### config.mk
export PLATFORM = sky130hd
export DESIGN_NAME = ece298a_8_bit_cpu_top_flat
export DESIGN_NICKNAME = d
export VERILOG_FILES = /design/src/rtl/ece298a_8_bit_cpu_top_if.sv /design/src/rtl/ece298a_8_bit_cpu_top.sv /design/src/flat_wrapper.sv
export SDC_FILE = /design/constraint.sdc
export NUM_CORES = 1
export LEC_CHECK = 0
export ABC_AREA = 1
export CORE_MARGIN = 1
export CORE_UTILIZATION = 30
export DETAILED_ROUTE_END_ITERATION = 10
export SLEW_MARGIN = 0
export SYNTH_ARGS = -nofsm -noshare
export SYNTH_HDL_FRONTEND = slang
export SYNTH_SLANG_ARGS = --single-unit
### constraint.sdc
create_clock -name clk -period 2.05 [get_ports clk]
set_input_delay 0.3075 -clock clk [delete_from_list [all_inputs] [get_ports clk]]
set_output_delay 0.3075 -clock clk [all_outputs]
set_load 0.005 [all_outputs]
### src/rtl/ece298a_8_bit_cpu_top_if.sv
// Tiny Tapeout tile pin bundle for the ECE298A 8-bit CPU.
// The harness/testbench drives through master; the CPU tile is the slave.
interface ece298a_8_bit_cpu_top_if;
    logic       ena;
    logic [7:0] ui_in;
    logic [7:0] uio_in;
    logic [7:0] uo_out;
    logic [7:0] uio_out;
    logic [7:0] uio_oe;

    modport master (
        output ena, ui_in, uio_in,
        input  uo_out, uio_out, uio_oe
    );

    modport slave (
        input  ena, ui_in, uio_in,
        output uo_out, uio_out, uio_oe
    );
endinterface

### src/rtl/ece298a_8_bit_cpu_top.sv
// SAP-1 style 8-bit accumulator CPU with 16-byte RAM, 5 steps per instruction.
// Optional macro CPU_DEBUG_EN: ui_in[5] selects a {halted,C,Z,0,PC} view on uo_out.
module ece298a_8_bit_cpu_top (
    input  logic                      clk,
    input  logic                      rst_n,
    ece298a_8_bit_cpu_top_if.slave    tt
);
    localparam int unsigned RAM_DEPTH = 16;

    localparam logic [2:0] T0 = 3'd0;
    localparam logic [2:0] T1 = 3'd1;
    localparam logic [2:0] T2 = 3'd2;
    localparam logic [2:0] T3 = 3'd3;
    localparam logic [2:0] T4 = 3'd4;

    localparam logic [3:0] OP_LDA = 4'h1;
    localparam logic [3:0] OP_ADD = 4'h2;
    localparam logic [3:0] OP_SUB = 4'h3;
    localparam logic [3:0] OP_STA = 4'h4;
    localparam logic [3:0] OP_LDI = 4'h5;
    localparam logic [3:0] OP_JMP = 4'h6;
    localparam logic [3:0] OP_JC  = 4'h7;
    localparam logic [3:0] OP_JZ  = 4'h8;
    localparam logic [3:0] OP_OUT = 4'hE;
    localparam logic [3:0] OP_HLT = 4'hF;

    logic [7:0] ram [RAM_DEPTH];

    logic [2:0] step,    step_nxt;
    logic [3:0] pc,      pc_nxt;
    logic [3:0] mar,     mar_nxt;
    logic [7:0] ir,      ir_nxt;
    logic [7:0] a_reg,   a_nxt;
    logic [7:0] b_reg,   b_nxt;
    logic [7:0] out_reg, out_nxt;
    logic       c_flag,  c_nxt;
    logic       z_flag,  z_nxt;
    logic       halted,  halted_nxt;

    logic       ram_we;
    logic [3:0] ram_waddr;
    logic [7:0] ram_wdata;
    logic [8:0] alu_sum;
    logic       prog_mode;

    assign prog_mode = tt.ui_in[7];

    // State register for the step sequencer and datapath registers.
    always_ff @(posedge clk or negedge rst_n) begin
        if (!rst_n) begin
            step    <= T0;
            pc      <= 4'h0;
            mar     <= 4'h0;
            ir      <= 8'h00;
            a_reg   <= 8'h00;
            b_reg   <= 8'h00;
            out_reg <= 8'h00;
            c_flag  <= 1'b0;
            z_flag  <= 1'b0;
            halted  <= 1'b0;
        end else begin
            step    <= step_nxt;
            pc      <= pc_nxt;
            mar     <= mar_nxt;
            ir      <= ir_nxt;
            a_reg   <= a_nxt;
            b_reg   <= b_nxt;
            out_reg <= out_nxt;
            c_flag  <= c_nxt;
            z_flag  <= z_nxt;
            halted  <= halted_nxt;
        end
    end

    // Next-state and microsequence decode; PROG mode overrides everything.
    always_comb begin
        step_nxt   = step;
        pc_nxt     = pc;
        mar_nxt    = mar;
        ir_nxt     = ir;
        a_nxt      = a_reg;
        b_nxt      = b_reg;
        out_nxt    = out_reg;
        c_nxt      = c_flag;
        z_nxt      = z_flag;
        halted_nxt = halted;
        ram_we     = 1'b0;
        ram_waddr  = mar;
        ram_wdata  = a_reg;
        alu_sum    = 9'h000;

        if (prog_mode) begin
            step_nxt   = T0;
            pc_nxt     = 4'h0;
            halted_nxt = 1'b0;
            ram_we     = tt.ui_in[4];
            ram_waddr  = tt.ui_in[3:0];
            ram_wdata  = tt.uio_in;
        end else if (!halted) begin
            case (step)
                T0: begin
                    mar_nxt  = pc;
                    step_nxt = T1;
                end
                T1: begin
                    ir_nxt   = ram[mar];
                    pc_nxt   = pc + 4'd1;
                    step_nxt = T2;
                end
                T2: begin
                    step_nxt = T3;
                    case (ir[7:4])
                        OP_LDA, OP_ADD, OP_SUB, OP_STA: mar_nxt = ir[3:0];
                        OP_LDI: a_nxt = {4'h0, ir[3:0]};
                        OP_JMP: pc_nxt = ir[3:0];
                        OP_JC:  if (c_flag) pc_nxt = ir[3:0];
                        OP_JZ:  if (z_flag) pc_nxt = ir[3:0];
                        OP_OUT: out_nxt = a_reg;
                        OP_HLT: halted_nxt = 1'b1;
                        default: ;
                    endcase
                end
                T3: begin
                    step_nxt = T4;
                    case (ir[7:4])
                        OP_LDA:         a_nxt  = ram[mar];
                        OP_ADD, OP_SUB: b_nxt  = ram[mar];
                        OP_STA:         ram_we = 1'b1;
                        default: ;
                    endcase
                end
                T4: begin
                    step_nxt = T0;
                    if (ir[7:4] == OP_ADD || ir[7:4] == OP_SUB) begin
                        // Subtract as A + ~B + 1 so carry means "no borrow".
                        if (ir[7:4] == OP_ADD)
                            alu_sum = {1'b0, a_reg} + {1'b0, b_reg};
                        else
                            alu_sum = {1'b0, a_reg} + {1'b0, ~b_reg} + 9'd1;
                        a_nxt = alu_sum[7:0];
                        c_nxt = alu_sum[8];
                        z_nxt = (alu_sum[7:0] == 8'h00);
                    end
                end
                default: step_nxt = T0;
            endcase
        end
    end

    // RAM contents survive reset.
    always_ff @(posedge clk) begin
        if (ram_we)
            ram[ram_waddr] <= ram_wdata;
    end

`ifdef CPU_DEBUG_EN
    assign tt.uo_out = tt.ui_in[5] ? {halted, c_flag, z_flag, 1'b0, pc} : out_reg;
    logic unused_pins;
    assign unused_pins = &{1'b0, tt.ena, tt.ui_in[6]};
`else
    assign tt.uo_out = out_reg;
    logic unused_pins;
    assign unused_pins = &{1'b0, tt.ena, tt.ui_in[6:5]};
`endif

    assign tt.uio_out = 8'h00;
    assign tt.uio_oe  = 8'h00;
endmodule

### src/flat_wrapper.sv
// flat-port wrapper written by rule: the top's interface ports become plain ports
module ece298a_8_bit_cpu_top_flat 
  (clk, rst_n, tt_ena, tt_ui_in, tt_uio_in, tt_uo_out, tt_uio_out, tt_uio_oe);
  ece298a_8_bit_cpu_top_if tt_i ();
  input  logic clk;
  input  logic rst_n;
  input wire logic [$bits(tt_i.ena)-1:0] tt_ena;
  input wire logic [$bits(tt_i.ui_in)-1:0] tt_ui_in;
  input wire logic [$bits(tt_i.uio_in)-1:0] tt_uio_in;
  output wire logic [$bits(tt_i.uo_out)-1:0] tt_uo_out;
  output wire logic [$bits(tt_i.uio_out)-1:0] tt_uio_out;
  output wire logic [$bits(tt_i.uio_oe)-1:0] tt_uio_oe;
  assign tt_i.ena = tt_ena;
  assign tt_i.ui_in = tt_ui_in;
  assign tt_i.uio_in = tt_uio_in;
  assign tt_uo_out = tt_i.uo_out;
  assign tt_uio_out = tt_i.uio_out;
  assign tt_uio_oe = tt_i.uio_oe;
  ece298a_8_bit_cpu_top u_core (.clk(clk), .rst_n(rst_n), .tt(tt_i));
endmodule
==> metrics <==
worst-margin pin slew 0.542 ns; worst vdd ir 0.000615 V; Clock Sinks 174; overall die area 29200 sq um; fin crit period 2.01 ns; Max Clock Freq 0.497 GHz; Synth area leaders edfxtp_1 45%, dfrtp_1 13%, nand2_1 8.6%, o21ai_0 5.8%, nor2_1 5.0%; Non-Filler Instances 1394; RSZ-0062 raised after global routing yes; Total Nets Final 1041; final setup fails 0; drt wl/cell 15.8 um; Seq cells post-synth 174; fin util 38.1%; Synth area leader edfxtp_1; Worst-Skew Late Latency 0.44 ns; max-cap viol count 0; CTS tree yes; worst hold path class input pin to async pin; Most used DFF post-synth edfxtp_1; antenna fix cells 0; vias in the first global route 6445; unique cell type count in the Yosys netlist 43; Worst slew margin 63.9%; Fin. Hold Viols 0; Critical Path End Type register; CP Data Arrival Time 2.33 ns; Syn Std Cell Area 8560 sq um; CTS Buf Count 17; Die Y 171 um; Clock Path Buffers 2; Inst Count DP 1354; CP required 2.36 ns; Clock Pin Slew Worst Setup and Hold Paths 0.07 ns; skew final 0.00997 ns; final max-slew violation count 0; Pre-antenna DRT Iters 5; kind of critical path register to register; Final period util 98.2%; Total Routing Usage GR 16.0%; starting density of the core 30.7%; Mapped Avg Cell Area 9.43 sq um; Via density 4.71; outcome finished, final reports clean; DRC Markers 0; global placement routability congestion 0.837; IO Port Bufs 23; post-route ant nets 0; max FFs per register 128; most flop-heavy register u_core.ram; fillers 2809; H-Tree Depth 4; number of flops mapped to enable cells by yosys 128; setup TNS 0 ns; fraction of layout cells with a size suffix above 1 17.3%; Core Footprint 27900 sq um; pwr/cell area 1320 nW/um^2; startpoint type of the worst setup path register; initial DRC count 667; Die W 171 um; final wirelength 22000 um; first-pass GRT wire length 35100 um; Syn. warnings 0; I/O Pins 43; Pleak 0.00441 uW; initial antenna violation count 0; Post-Syn Instances 908; Yosys top cell area share 44.9%; Vias 6560; P&R area growth vs syn 24.2%; async set-reset flop share out of synthesis 26.4%; most common library cells after synthesis 196 x nand2_1, 128 x edfxtp_1, 114 x nor2_1; CTS Root Cell clkbuf_16; CP Max Fanout 3; HPWL after detailed placement 15500 um; total grt overflow 0; largest net degree at the start of global routing 51; sequential fraction of the synthesis area 58.3%; row count 61; count leader, synth nand2_1
==> critical path, cell delays in order, from the launching register on <==
cell and delay (ns):
dfrtp_2 0.46, ha_4 0.19, fa_2 0.40, nand2_1 0.10, nand2_1 0.07, nand2_1 0.07
nand2_1 0.07, nand2_1 0.07, nand2_1 0.06, nand2_2 0.10, nor2_2 0.05, nand2_1 0.05
nor2_1 0.03, nand2_1 0.10, nand2_1 0.08
==> logic make-up after synthesis <==
kind of cell,synth area share (%)
DFF,58.3
xor gates and xnor gates,0.102
adders and majority gates,2.95
and+or+nand+nor,20.0
buffers and inverters,7.70
other,0.0438
AOI/OAI and AO/OA,10.8
==> path summary, 6_finish.rpt <==
kind	end	cells after the start	startpoint	slack, ns
max reg2reg	u_core.z_flag	14	u_core.b_reg[0]	0.04
min reg2reg	u_core.tt.uo_out[5]	2	u_core.tt.uo_out[5]	0.49
max	u_core.z_flag	14	u_core.b_reg[0]	0.04
max in group asynchronous	u_core.b_reg[0]	3	rst_n	1.11
min	u_core.tt.uo_out[3]	2	rst_n	0.40
min in group clk	u_core.tt.uo_out[5]	2	u_core.tt.uo_out[5]	0.49
==> where the power goes <==
part,internal (uW),total [uW],switching (uW)
combinational,2270,6090,3830
sequential,4310,4620,309
clock,1760,3320,1560
total,8340,14000,5700
==> cell usage in the layout (no fill, tap or decap), types with 10 or more instances in the layout <==
| master | n |
|---|---|
| a21oi_1 | 24 |
| buf_12 | 18 |
| buf_4 | 66 |
| clkbuf_16 | 17 |
| clkdlybuf4s50_1 | 21 |
| conb_1 | 16 |
| dfrtp_1 | 44 |
| edfxtp_1 | 128 |
| ha_1 | 14 |
| inv_1 | 83 |
| inv_2 | 14 |
| nand2_1 | 188 |
| nand2_2 | 10 |
| nand3_1 | 61 |
| nor2_1 | 111 |
| o211ai_1 | 26 |
| o21ai_0 | 92 |
| o21ai_1 | 10 |
==> cell type report <==
| type | count | area, sq um | area share (%) |
|---|---|---|---|
| clock buffer | 17 | 425 | 4.00 |
| clock inverter | 15 | 193 | 1.81 |
| inverter | 100 | 387 | 3.64 |
| multi-input combinational | 601 | 3050 | 28.7 |
| sequential | 174 | 5000 | 47.0 |
| tap | 378 | 473 | 4.45 |
| timing repair buffer | 109 | 1100 | 10.4 |
==> per-layer routing <==
| layer | routed length [um] | GRT usage, % | part of all wire [%] |
|---|---|---|---|
| met5 | 0 | 0 | 0 |
| met4 | 417 | 5.55 | 1.9 |
| met3 | 945 | 2.89 | 4.3 |
| met2 | 10300 | 25.9 | 47 |
| met1 | 10300 | 21.6 | 47 |
==> per-stage QoR <==
stage	hold slack, ns	setup slack, ns	total power, uW	cell area [sq um]
2_1_floorplan	0.0119	0.224	8200	8620
3_3_place_gp	0.311	-0.345	10400	9850
3_5_place_dp	0.319	-0.385	10400	9850
4_1_cts	0.397	-0.000494	13900	10500
5_1_grt	0.431	-0.108	15000	10600
6_report	0.396	0.0373	14000	10600
==> repair_timing <==
action	CTS	global route
pin swaps	8	14
endpoints found under the setup margin	4	100
resized for setup	11	22
setup buffers	2	5
hold endpoints to repair	20	0
hold buffers	1	0
(Power assumes the default switching activity.)
